**src/rtl/ps2_device_tx.sv**
```systemverilog
// Device-side PS/2 transmitter: bytes queued through a small FIFO are serialised as
// 11-bit frames (start, 8 data LSB first, odd parity, stop) on self-generated clk/data.
module ps2_device_tx #(
  parameter int CLK_DIV    = 8,
  parameter int FIFO_AW    = 3,
  parameter int GAP_HALVES = 2
) (
  input  logic               i_clk,
  input  logic               i_reset_n,
  input  logic [7:0]         i_wr_data,
  input  logic               i_wr_valid,
  output logic               o_wr_ready,
  input  logic               i_inhibit,
  output logic               o_ps2_clk,
  output logic               o_ps2_data,
  output logic               o_busy,
  output logic [FIFO_AW:0]   o_level
);

  localparam int DEPTH    = 2 ** FIFO_AW;
  // A zero-length gap still costs the one cycle spent passing through GAP.
  localparam int GAP_CYC  = (GAP_HALVES * CLK_DIV > 0) ? GAP_HALVES * CLK_DIV : 1;
  localparam int CNT_MAX  = (GAP_CYC > CLK_DIV) ? GAP_CYC : CLK_DIV;
  localparam int CNT_W    = $clog2(CNT_MAX) + 1;
  localparam logic [CNT_W-1:0] HALF_LAST = CNT_W'(CLK_DIV - 1);
  localparam logic [CNT_W-1:0] GAP_LAST  = CNT_W'(GAP_CYC - 1);

  typedef enum logic [1:0] {
    S_IDLE,
    S_BIT_HIGH,
    S_BIT_LOW,
    S_GAP
  } state_t;

  logic [7:0]       r_mem [DEPTH];
  logic [FIFO_AW:0] r_wr_ptr;
  logic [FIFO_AW:0] r_rd_ptr;

  state_t           r_state;
  logic [CNT_W-1:0] r_cnt;
  logic [3:0]       r_bit_idx;
  logic [10:0]      r_shreg;
  logic             r_ps2_clk;
  logic             r_ps2_data;

  state_t           w_state_next;
  logic [CNT_W-1:0] w_cnt_next;
  logic [3:0]       w_bit_idx_next;
  logic [10:0]      w_shreg_next;
  logic             w_ps2_clk_next;
  logic             w_ps2_data_next;

  logic [FIFO_AW:0] w_level;
  logic             w_full;
  logic             w_empty;
  logic             w_push;
  logic             w_pop;
  logic [7:0]       w_head;

  assign w_level = r_wr_ptr - r_rd_ptr;
  assign w_full  = (w_level == (FIFO_AW + 1)'(DEPTH));
  assign w_empty = (w_level == '0);
  assign w_push  = i_wr_valid && !w_full;
  assign w_head  = r_mem[r_rd_ptr[FIFO_AW-1:0]];

  // Storage carries no reset so it maps onto plain memory; contents are don't-care when empty.
  always_ff @(posedge i_clk) begin
    if (w_push) begin
      r_mem[r_wr_ptr[FIFO_AW-1:0]] <= i_wr_data;
    end
  end

  always_comb begin
    w_state_next    = r_state;
    w_cnt_next      = r_cnt;
    w_bit_idx_next  = r_bit_idx;
    w_shreg_next    = r_shreg;
    w_ps2_clk_next  = r_ps2_clk;
    w_ps2_data_next = r_ps2_data;
    w_pop           = 1'b0;
    case (r_state)
      S_IDLE: begin
        w_ps2_clk_next  = 1'b1;
        w_ps2_data_next = 1'b1;
        if (!w_empty && !i_inhibit) begin
          w_pop           = 1'b1;
          w_shreg_next    = {1'b1, ~^w_head, w_head, 1'b0};
          w_ps2_data_next = 1'b0;
          w_bit_idx_next  = '0;
          w_cnt_next      = '0;
          w_state_next    = S_BIT_HIGH;
        end
      end
      S_BIT_HIGH: begin
        if (r_cnt == HALF_LAST) begin
          w_cnt_next     = '0;
          w_ps2_clk_next = 1'b0;
          w_state_next   = S_BIT_LOW;
        end else begin
          w_cnt_next = r_cnt + 1'b1;
        end
      end
      S_BIT_LOW: begin
        if (r_cnt == HALF_LAST) begin
          w_cnt_next     = '0;
          w_ps2_clk_next = 1'b1;
          if (r_bit_idx == 4'd10) begin
            w_ps2_data_next = 1'b1;
            w_state_next    = S_GAP;
          end else begin
            // Data moves on the rising clock edge, a full half-period before the next fall.
            w_shreg_next    = {1'b1, r_shreg[10:1]};
            w_ps2_data_next = r_shreg[1];
            w_bit_idx_next  = r_bit_idx + 1'b1;
            w_state_next    = S_BIT_HIGH;
          end
        end else begin
          w_cnt_next = r_cnt + 1'b1;
        end
      end
      S_GAP: begin
        if (r_cnt == GAP_LAST) begin
          w_cnt_next   = '0;
          w_state_next = S_IDLE;
        end else begin
          w_cnt_next = r_cnt + 1'b1;
        end
      end
      default: begin
        w_state_next = S_IDLE;
      end
    endcase
  end

  always_ff @(posedge i_clk or negedge i_reset_n) begin
    if (!i_reset_n) begin
      r_state    <= S_IDLE;
      r_cnt      <= '0;
      r_bit_idx  <= '0;
      r_shreg    <= '1;
      r_ps2_clk  <= 1'b1;
      r_ps2_data <= 1'b1;
      r_wr_ptr   <= '0;
      r_rd_ptr   <= '0;
    end else begin
      r_state    <= w_state_next;
      r_cnt      <= w_cnt_next;
      r_bit_idx  <= w_bit_idx_next;
      r_shreg    <= w_shreg_next;
      r_ps2_clk  <= w_ps2_clk_next;
      r_ps2_data <= w_ps2_data_next;
      if (w_push) begin
        r_wr_ptr <= r_wr_ptr + 1'b1;
      end
      if (w_pop) begin
        r_rd_ptr <= r_rd_ptr + 1'b1;
      end
    end
  end

  assign o_wr_ready = !w_full;
  assign o_ps2_clk  = r_ps2_clk;
  assign o_ps2_data = r_ps2_data;
  assign o_busy     = (r_state != S_IDLE) || !w_empty;
  assign o_level    = w_level;

endmodule

```
**config.mk**
```make
export PLATFORM = sky130hd
export DESIGN_NAME = ps2_device_tx
export DESIGN_NICKNAME = d
export VERILOG_FILES = /design/src/rtl/ps2_device_tx.sv
export SDC_FILE = /design/constraint.sdc
export NUM_CORES = 1
export LEC_CHECK = 0
export CAP_MARGIN = 0
export CORE_ASPECT_RATIO = 0.7
export CORE_MARGIN = 1
export CORE_UTILIZATION = 60
export DETAILED_ROUTE_END_ITERATION = 12
export GPL_ROUTABILITY_DRIVEN = 0
export PLACE_DENSITY = 0.76
export SLEW_MARGIN = 20
export SYNTH_ARGS = -nofsm -noshare
export SYNTH_HDL_FRONTEND = slang
export SYNTH_SLANG_ARGS = --single-unit
```
**constraint.sdc**
```tcl
create_clock -name i_clk -period 4.1 [get_ports i_clk]
set_input_delay 0.615 -clock i_clk [delete_from_list [all_inputs] [get_ports i_clk]]
set_output_delay 0.615 -clock i_clk [all_outputs]
set_load 0.1 [all_outputs]
```
==> flow_summary.json, run 1 <==
{
  "cts-root-buf": "clkbuf_8",
  "wl_met2_mm": 3.25,
  "die_height_um": 73.2,
  "cts_tree": "done",
  "rsz0062_at_grt": "no",
  "synth_top_cell_area_share_pct": 44.2,
  "core_um2": 6880,
  "required_ns": 4.16,
  "antenna_cells": 0,
  "worstMarginPinSlew_ns": 0.961,
  "syn_to_final_growth_pct": 12.5,
  "post_cts_buffers": 0,
  "status": "completed",
  "synth_area_leaders": "edfxtp_1 (44%), dfrtp_1 (11%), mux4_1 (7.3%)",
  "ys_async_sr_fraction_pct": 31.9,
  "multi_input_area_um2": 1550,
  "fillCellCount": 448,
  "syn_avg_cell_area_um2": 14.9,
  "grt_pass1_wl_mm": 12.4,
  "die_x_um": 104,
  "overflow": 0,
  "syn_nets": 319,
  "maxCapViolations": 0,
  "drtPass1Iterations": 4,
  "path_max_fanout": 11,
  "ant_nets": 0,
  "final_net_count": 350,
  "pin_count": 20,
  "grt_start_max_net_pins": 27,
  "wl_met1_mm": 3.53,
  "wl_mm": 7.35,
  "hold_path.class": "reg -> reg",
  "wl_met3_um": 485,
  "yosys_warnings": 0,
  "final.min_clock_period_ns": 3.28,
  "rows": 25,
  "htree_levels": 3,
  "finalCritPeriodShare_pct": 79.9,
  "yosysSeqAreaShare_pct": 61.8,
  "slew_headroom_pct": 35.7,
  "syn_area_um2": 4350,
  "hold_buffers": 0,
  "worstSetupPathType": "reg -> reg",
  "grt_usage_pct": 22.2,
  "fin_worst_skew_ns": 0.00847,
  "vias": 2353,
  "synth_top_cell_by_area": "edfxtp_1",
  "slew_violations": 0,
  "viasPerCell": 5.59,
  "setup_violations": 0,
  "ys_ff_latch": 94,
  "wl_per_cell_um": 17.5,
  "cp-end-kind": "register",
  "antenna_found_initial": 0,
  "syn_inst": 291,
  "yosysUniqueCellTypes": 46,
  "synth_edf_count": 64,
  "tns_ns": 0,
  "cts_resized": 0,
  "cts.clk_slew.worst_paths_ns": 0.09,
  "dp_hpwl_mm": 5.17,
  "cts_buffers": 9,
  "grt_pass1_vias": 2406,
  "final-seq-area_um2": 2690,
  "die_area_um2": 7590,
  "crit_arrival_ns": 3.34,
  "ys.flop_type": "edfxtp_1",
  "cts.sinks": 94,
  "dr.first_iter.drc_count": 85,
  "drc": 0,
  "drive_above_1_share_pct": 20.2,
  "crit_path_start_kind": "register",
  "hold_violations": 0,
  "clockBufferDepth": 2,
  "io_buffer_count": 19,
  "max_freq_ghz": 0.305,
  "clkLatencyLatePin_ns": 0.35,
  "highest_layer": "met4",
  "floorplan.initialDensity_pct": 63.1
}
==> metrics by stage <==
stage | instances | utilization [%] | setup WS, ns | area (um^2) | hold WS (ns)
5_1_grt | 421 | 71.1 | 0.482 | 4890 | 0.494
2_1_floorplan | 291 | - | 0.0837 | 4370 | 0.319
4_1_cts | 421 | 71.1 | 0.797 | 4890 | 0.467
6_report | 421 | 71.1 | 0.824 | 4890 | 0.463
3_3_place_gp | 405 | 68.1 | 0.919 | 4690 | 0.451
3_5_place_dp | 405 | 68.1 | 0.831 | 4690 | 0.455
==> cell families (layout without fill, tap and decap cells) <==
| group | after synthesis | in the layout | share of synthesized area, % |
|---|---|---|---|
| XOR/XNOR | 15 | 15 | 3.20 |
| flip-flops | 94 | 94 | 61.8 |
| AO/OA/AOI/OAI | 33 | 33 | 4.90 |
| AND/OR/NAND/NOR | 70 | 70 | 7.69 |
| multiplexers | 37 | 37 | 14.6 |
| buffers and inverters | 26 | 62 | 3.02 |
| adder cells (fa/ha/maj) | 16 | 16 | 4.78 |
==> sequential cells by signal, summed over array words and instances (netlist names) <==
register / count
r_state: 2
r_shreg: 9
r_mem: 64
r_bit_idx: 4
r_cnt: 5
o_ps2_data: 1
r_rd_ptr: 4
o_ps2_clk: 1
r_wr_ptr: 4
==> critical path: stages, from the launching register on <==
cell and delay, ns:
dfrtp_1 0.62, inv_1 0.11, ha_1 0.28, nor2b_1 0.13, o21a_1 0.17, o21ai_0 0.44
nand2_2 0.16, a21boi_1 0.45, nand2_1 0.19, nor3b_1 0.23, buf_4 0.21
==> per-layer routing <==
layer	vias up	track usage [%]
met5	-	0
met4	0	6.67
met3	8	5.63
met2	66	34.1
met1	1129	31.9
li1	1150	-
==> area by class of cell <==
cell class / count / area share, %
clock inverter: 7 / 1.61
inverter: 16 / 1.23
timing repair buffer: 30 / 5.58
multi-input combinational: 171 / 31.7
tap: 94 / 2.41
sequential: 94 / 54.9
clock buffer: 9 / 2.53
==> final timing paths <==
kind | from | to | slack (ns) | cells past startpoint
worst max-delay path | r_rd_ptr[1] | r_mem[6][1] | 0.82 | 10
worst min-delay path | r_shreg[9] | r_shreg[9] | 0.46 | 2
worst max register to register | r_rd_ptr[1] | r_mem[6][1] | 0.82 | 10
worst min register to register | r_shreg[9] | r_shreg[9] | 0.46 | 2
max in group asynchronous | i_reset_n | o_ps2_data | 2.56 | 2
min in group asynchronous | i_reset_n | r_bit_idx[2] | 0.75 | 1
==> cell usage after synthesis, types with 2 or more instances <==
| cell type | number |
|---|---|
| edfxtp_1 | 64 |
| nand2_1 | 29 |
| dfrtp_1 | 19 |
| o21ai_0 | 19 |
| inv_1 | 16 |
| ha_1 | 15 |
| nor2_1 | 13 |
| mux4_1 | 12 |
| dfstp_2 | 11 |
| mux2_2 | 11 |
| mux2i_1 | 9 |
| xor2_1 | 8 |
| nand3_1 | 6 |
| xnor2_1 | 6 |
| nor3_1 | 5 |
| clkbuf_1 | 4 |
| mux4_2 | 4 |
| a21oi_1 | 3 |
| nand2b_1 | 3 |
| nor2b_1 | 3 |
| and4_1 | 2 |
| buf_2 | 2 |
| buf_6 | 2 |
| nand4_1 | 2 |
| nor4_1 | 2 |
==> layout by cell type (no fill, tap or decap), drive strengths merged, types with 2 or more instances in the layout <==
master,count
edfxtp,64
nand2,29
o21ai,20
inv,20
dfrtp,19
buf,16
mux4,16
ha,15
clkdlybuf4s50,14
nor2,13
mux2,12
dfstp,11
mux2i,9
clkbuf,9
xor2,8
xnor2,7
nand3,6
nor3,5
nor2b,3
a21oi,3
nand2b,3
and4,2
nor4,2
nand4,2
or3,2
a31oi,2
Power of run 1 is left out: the tool's default activity adds up to more than one toggle a clock period on the data nets, which glitch-free logic cannot reach.
==> run 2: changes to the inputs <==
==> constraint.sdc (replaced) <==
create_clock -name i_clk -period 3.3 [get_ports i_clk]
set_input_delay 0.495 -clock i_clk [delete_from_list [all_inputs] [get_ports i_clk]]
set_output_delay 0.495 -clock i_clk [all_outputs]
set_load 0.1 [all_outputs]
==> flow_summary.json, run 2 (synthesis results as in run 1) <==
{
  "floorplan.initialDensity_pct": 63.1,
  "hold_path.class": "reg -> reg",
  "wl_mm": 7.90,
  "post_cts_buffers": 0,
  "worstMarginPinSlew_ns": 1.05,
  "crit_arrival_ns": 2.59,
  "slew_violations": 0,
  "hold_buffers": 0,
  "drc": 0,
  "finalCritPeriodShare_pct": 93.6,
  "path_buf_inv": 3,
  "cts.sinks": 94,
  "grt_pass1_vias": 2379,
  "fin_worst_skew_ns": 0.0151,
  "cts_tree": "done",
  "required_ns": 2.80,
  "htree_levels": 3,
  "final_cell_mix": "edfxtp_1 (64), nand2_1 (27), o21ai_0 (18), dfrtp_1 (18), ha_1 (14)",
  "critical-path-top-delay-family": "adder cells",
  "instances_no_fill": 419,
  "drive_above_1_share_pct": 24.6,
  "vias": 2444,
  "setup_violations": 0,
  "worst_r2r_startpoint": "r_wr_ptr[1]",
  "grt_usage_pct": 23.6,
  "slowest_stage": "fa_2",
  "rows": 25,
  "cts-root-buf": "clkbuf_8",
  "hold_slack_ns": 0.474,
  "dr.first_iter.drc_count": 115,
  "overflow": 0,
  "grt_start_max_net_pins": 31,
  "wl_per_cell_um": 18.9,
  "final.min_clock_period_ns": 3.09,
  "clkLatencyLatePin_ns": 0.37,
  "worst_path_largest_cell_delay_ns": 0.61,
  "ant_nets": 0,
  "worstRegToRegCells": 8,
  "dp_hpwl_mm": 5.35,
  "slew_headroom_pct": 29.3,
  "hold_depth": 2,
  "syn_to_final_growth_pct": 14.9,
  "final_common_cell": "edfxtp_1",
  "hold_violations": 0,
  "grt_pass1_wl_mm": 12.7,
  "die_height_um": 73.2,
  "clockBufferDepth": 2,
  "cts.clk_slew.worst_paths_ns": 0.09,
  "hp-start": "r_shreg[9]",
  "die_x_um": 104,
  "core_um2": 6880,
  "crit_chain": "inv_1 > fa_2 > clkinvlp_4 > nor3_4 > nand4_1 > buf_12",
  "antenna_cells": 0,
  "fin_util_pct": 72.5,
  "max_freq_ghz": 0.324,
  "worstSetupPathType": "reg -> out",
  "status": "completed",
  "rrSetupSlack_ns": 0.40,
  "worst_r2r_endpoint": "r_mem[6][2]",
  "min_to": "r_shreg[9]",
  "maxCapViolations": 0,
  "drtPass1Iterations": 5,
  "antenna_found_initial": 0,
  "cts_buffers": 9,
  "pin_count": 20,
  "io_buffer_count": 19,
  "die_area_um2": 7590,
  "dp.cells": 403,
  "rsz0062_at_grt": "no",
  "crit_path_start_kind": "register",
  "viasPerCell": 5.83,
  "largest_register_ffs": 64,
  "cp-end-kind": "output port",
  "final_net_count": 348,
  "cts_resized": 0,
  "path_max_fanout": 8
}
-- run 2: worst min-delay path: cells and delay by family, from the launching register on --
kind	cells	cell delay, ns
compound gates	1	0.05
flops	1	0.38
simple gates	1	0.04
-- run 2: worst max-delay path by stage --
stage,start,end,slack [ns],depth (start not counted)
after floorplan,r_wr_ptr[0],o_busy,-0.26,7
after global placement,r_wr_ptr[1],r_mem[6][3],0.47,8
after detailed placement,r_wr_ptr[1],r_mem[1][2],0.41,8
after CTS,r_wr_ptr[1],o_busy,0.20,6
after global routing,r_wr_ptr[1],o_busy,0.08,6
final,r_wr_ptr[1],o_busy,0.21,6
-- run 2: metrics by stage --
stage                     instance area, um^2  setup WS [ns]  TNS, ns
after global placement                   4770          0.471        0
after floorplan                          4450         -0.255   -0.576
final                                    4990          0.213        0
after global routing                     4990         0.0824        0
after detailed placement                 4770          0.409        0
after CTS                                4990          0.205        0
-- run 2: routing by layer --
layer / part of all wire, % / GRT usage, % / vias up
met5: 0 / 0 / -
met4: 2.1 / 9.84 / 0
met3: 3.6 / 5.54 / 18
met2: 43 / 33.6 / 64
met1: 51 / 35.3 / 1218
li1: - / - / 1144
-- run 2: layout make-up --
| cell class | count | area [um^2] |
|---|---|---|
| clock buffers | 9 | 124 |
| clock inverters | 7 | 96.3 |
| fillers | 437 | 1890 |
| inverters | 16 | 70.1 |
| multi-input cells | 171 | 1610 |
| flip-flops and latches | 94 | 2690 |
| well taps | 94 | 118 |
| repair buffers | 28 | 288 |
Power of run 2 is left out for the same reason.
==> run 3: changes to the inputs <==
--- a/config.mk
+++ b/config.mk
@@ -8,10 +8,10 @@
 export CAP_MARGIN = 0
 export CORE_ASPECT_RATIO = 0.7
 export CORE_MARGIN = 1
-export CORE_UTILIZATION = 60
+export CORE_UTILIZATION = 45
 export DETAILED_ROUTE_END_ITERATION = 12
 export GPL_ROUTABILITY_DRIVEN = 0
-export PLACE_DENSITY = 0.76
+export PLACE_DENSITY = 0.59
 export SLEW_MARGIN = 20
 export SYNTH_ARGS = -nofsm -noshare
 export SYNTH_HDL_FRONTEND = slang
==> flow_summary.json, run 3 (synthesis results as in run 1) <==
{
  "crit_arrival_ns": 2.55,
  "wl_mm": 7.88,
  "grt_pass1_wl_mm": 13.0,
  "worstSetupPathType": "reg -> out",
  "vias": 2360,
  "worst_slack_ns": 0.258,
  "wl_per_cell_um": 17.5,
  "antenna_found_initial": 0,
  "antenna_cells": 0,
  "drive_above_1_share_pct": 25.1,
  "path_max_fanout": 8,
  "final.min_clock_period_ns": 3.04,
  "ant_nets": 0,
  "hold_path.class": "reg -> reg",
  "worstMarginPinSlew_ns": 0.842,
  "grt_pass1_vias": 2373,
  "drtPass1Iterations": 4,
  "fillCellCount": 742,
  "drc": 0,
  "required_ns": 2.80,
  "syn_to_final_growth_pct": 18.1,
  "slew_headroom_pct": 43.7,
  "instances_no_fill": 451,
  "die_area_um2": 10100,
  "clockBufferDepth": 2,
  "die_height_um": 84.2,
  "grt_usage_pct": 17.8,
  "final_net_count": 350,
  "fin_worst_skew_ns": 0.00697,
  "dr.first_iter.drc_count": 141,
  "clkLatencyLatePin_ns": 0.34,
  "post_cts_buffers": 0,
  "tns_ns": 0,
  "pin_count": 20,
  "finalCritPeriodShare_pct": 92.2,
  "largest_register_ffs": 64,
  "hold_violations": 0,
  "core_um2": 9220,
  "dp.cells": 435,
  "rsz0062_at_grt": "no",
  "cts.sinks": 94,
  "rows": 29,
  "setup_violations": 0,
  "die_x_um": 119,
  "dp_hpwl_mm": 5.37,
  "overflow": 0,
  "hold_buffers": 0,
  "fin_util_pct": 55.7,
  "cts.clk_slew.worst_paths_ns": 0.07,
  "htree_levels": 3,
  "cts_tree": "done",
  "io_buffer_count": 19,
  "status": "completed",
  "viasPerCell": 5.23,
  "final_cell_mix": "edfxtp_1 (64), nand2_1 (27), o21ai_0 (18), dfrtp_1 (18), buf_4 (15)",
  "crit_path_start_kind": "register",
  "grt_start_max_net_pins": 21,
  "max_freq_ghz": 0.329,
  "cts_buffers": 9,
  "cts_resized": 0,
  "floorplan.initialDensity_pct": 47.1,
  "cts-root-buf": "clkbuf_16",
  "preCtsSetupSlack_ns": 0.399,
  "cp-end-kind": "output port",
  "maxCapViolations": 0,
  "slew_violations": 0,
  "final_common_cell": "edfxtp_1"
}
==> run 3: changes by cell type in the layout (fill, tap and decap cells not counted) <==
cell | before | now
clkbuf_16 | 0 | 9
buf_4 | 13 | 15
clkinv_4 | 1 | 3
clkbuf_8 | 9 | 0
inv_6 | 2 | 1
clkinv_2 | 2 | 1
inv_8 | 0 | 1
bufinv_16 | 2 | 1
==> run 3: cell type report <==
type	instances	area [um^2]	area share, %
Timing Repair Buffer	30	303	5.90
Clock buffer	9	225	4.39
Clock inverter	7	81.3	1.58
Sequential cell	94	2690	52.4
Inverter	16	70.1	1.37
Multi-Input combinational cell	171	1610	31.4
Tap cell	124	155	3.02
==> run 3: layer usage <==
metal	global-route usage [%]	part of all wire [%]
met5	0	0
met1	28.5	55
met3	4.28	3.0
met4	6.48	1.3
met2	23.1	40
==> run 3: final timing paths <==
| path | from | end | slack, ns | depth (start not counted) |
|---|---|---|---|---|
| min | r_shreg[9] | r_shreg[9] | 0.47 | 2 |
| max in group asynchronous | i_reset_n | r_shreg[9] | 1.93 | 2 |
| max reg2reg | r_wr_ptr[1] | r_shreg[7] | 0.39 | 9 |
| min in group asynchronous | i_reset_n | r_bit_idx[3] | 0.63 | 1 |
| min reg2reg | r_shreg[9] | r_shreg[9] | 0.47 | 2 |
| max | r_wr_ptr[1] | o_busy | 0.26 | 6 |
==> run 3: worst max-delay path, stage by stage (launching register included) <==
cell and delay (ns):
dfrtp_1 0.53, inv_1 0.15, fa_2 0.61, clkinvlp_4 0.14, nor3_4 0.34, nand4_1 0.22
buf_12 0.22
==> run 3: stage by stage <==
stage               hold slack, ns  area (um^2)
detailed placement           0.460         4820
floorplan                    0.199         4450
global placement             0.448         4820
global route                 0.503         5130
finish                       0.466         5130
CTS                          0.471         5130
Power of run 3 is left out for the same reason.
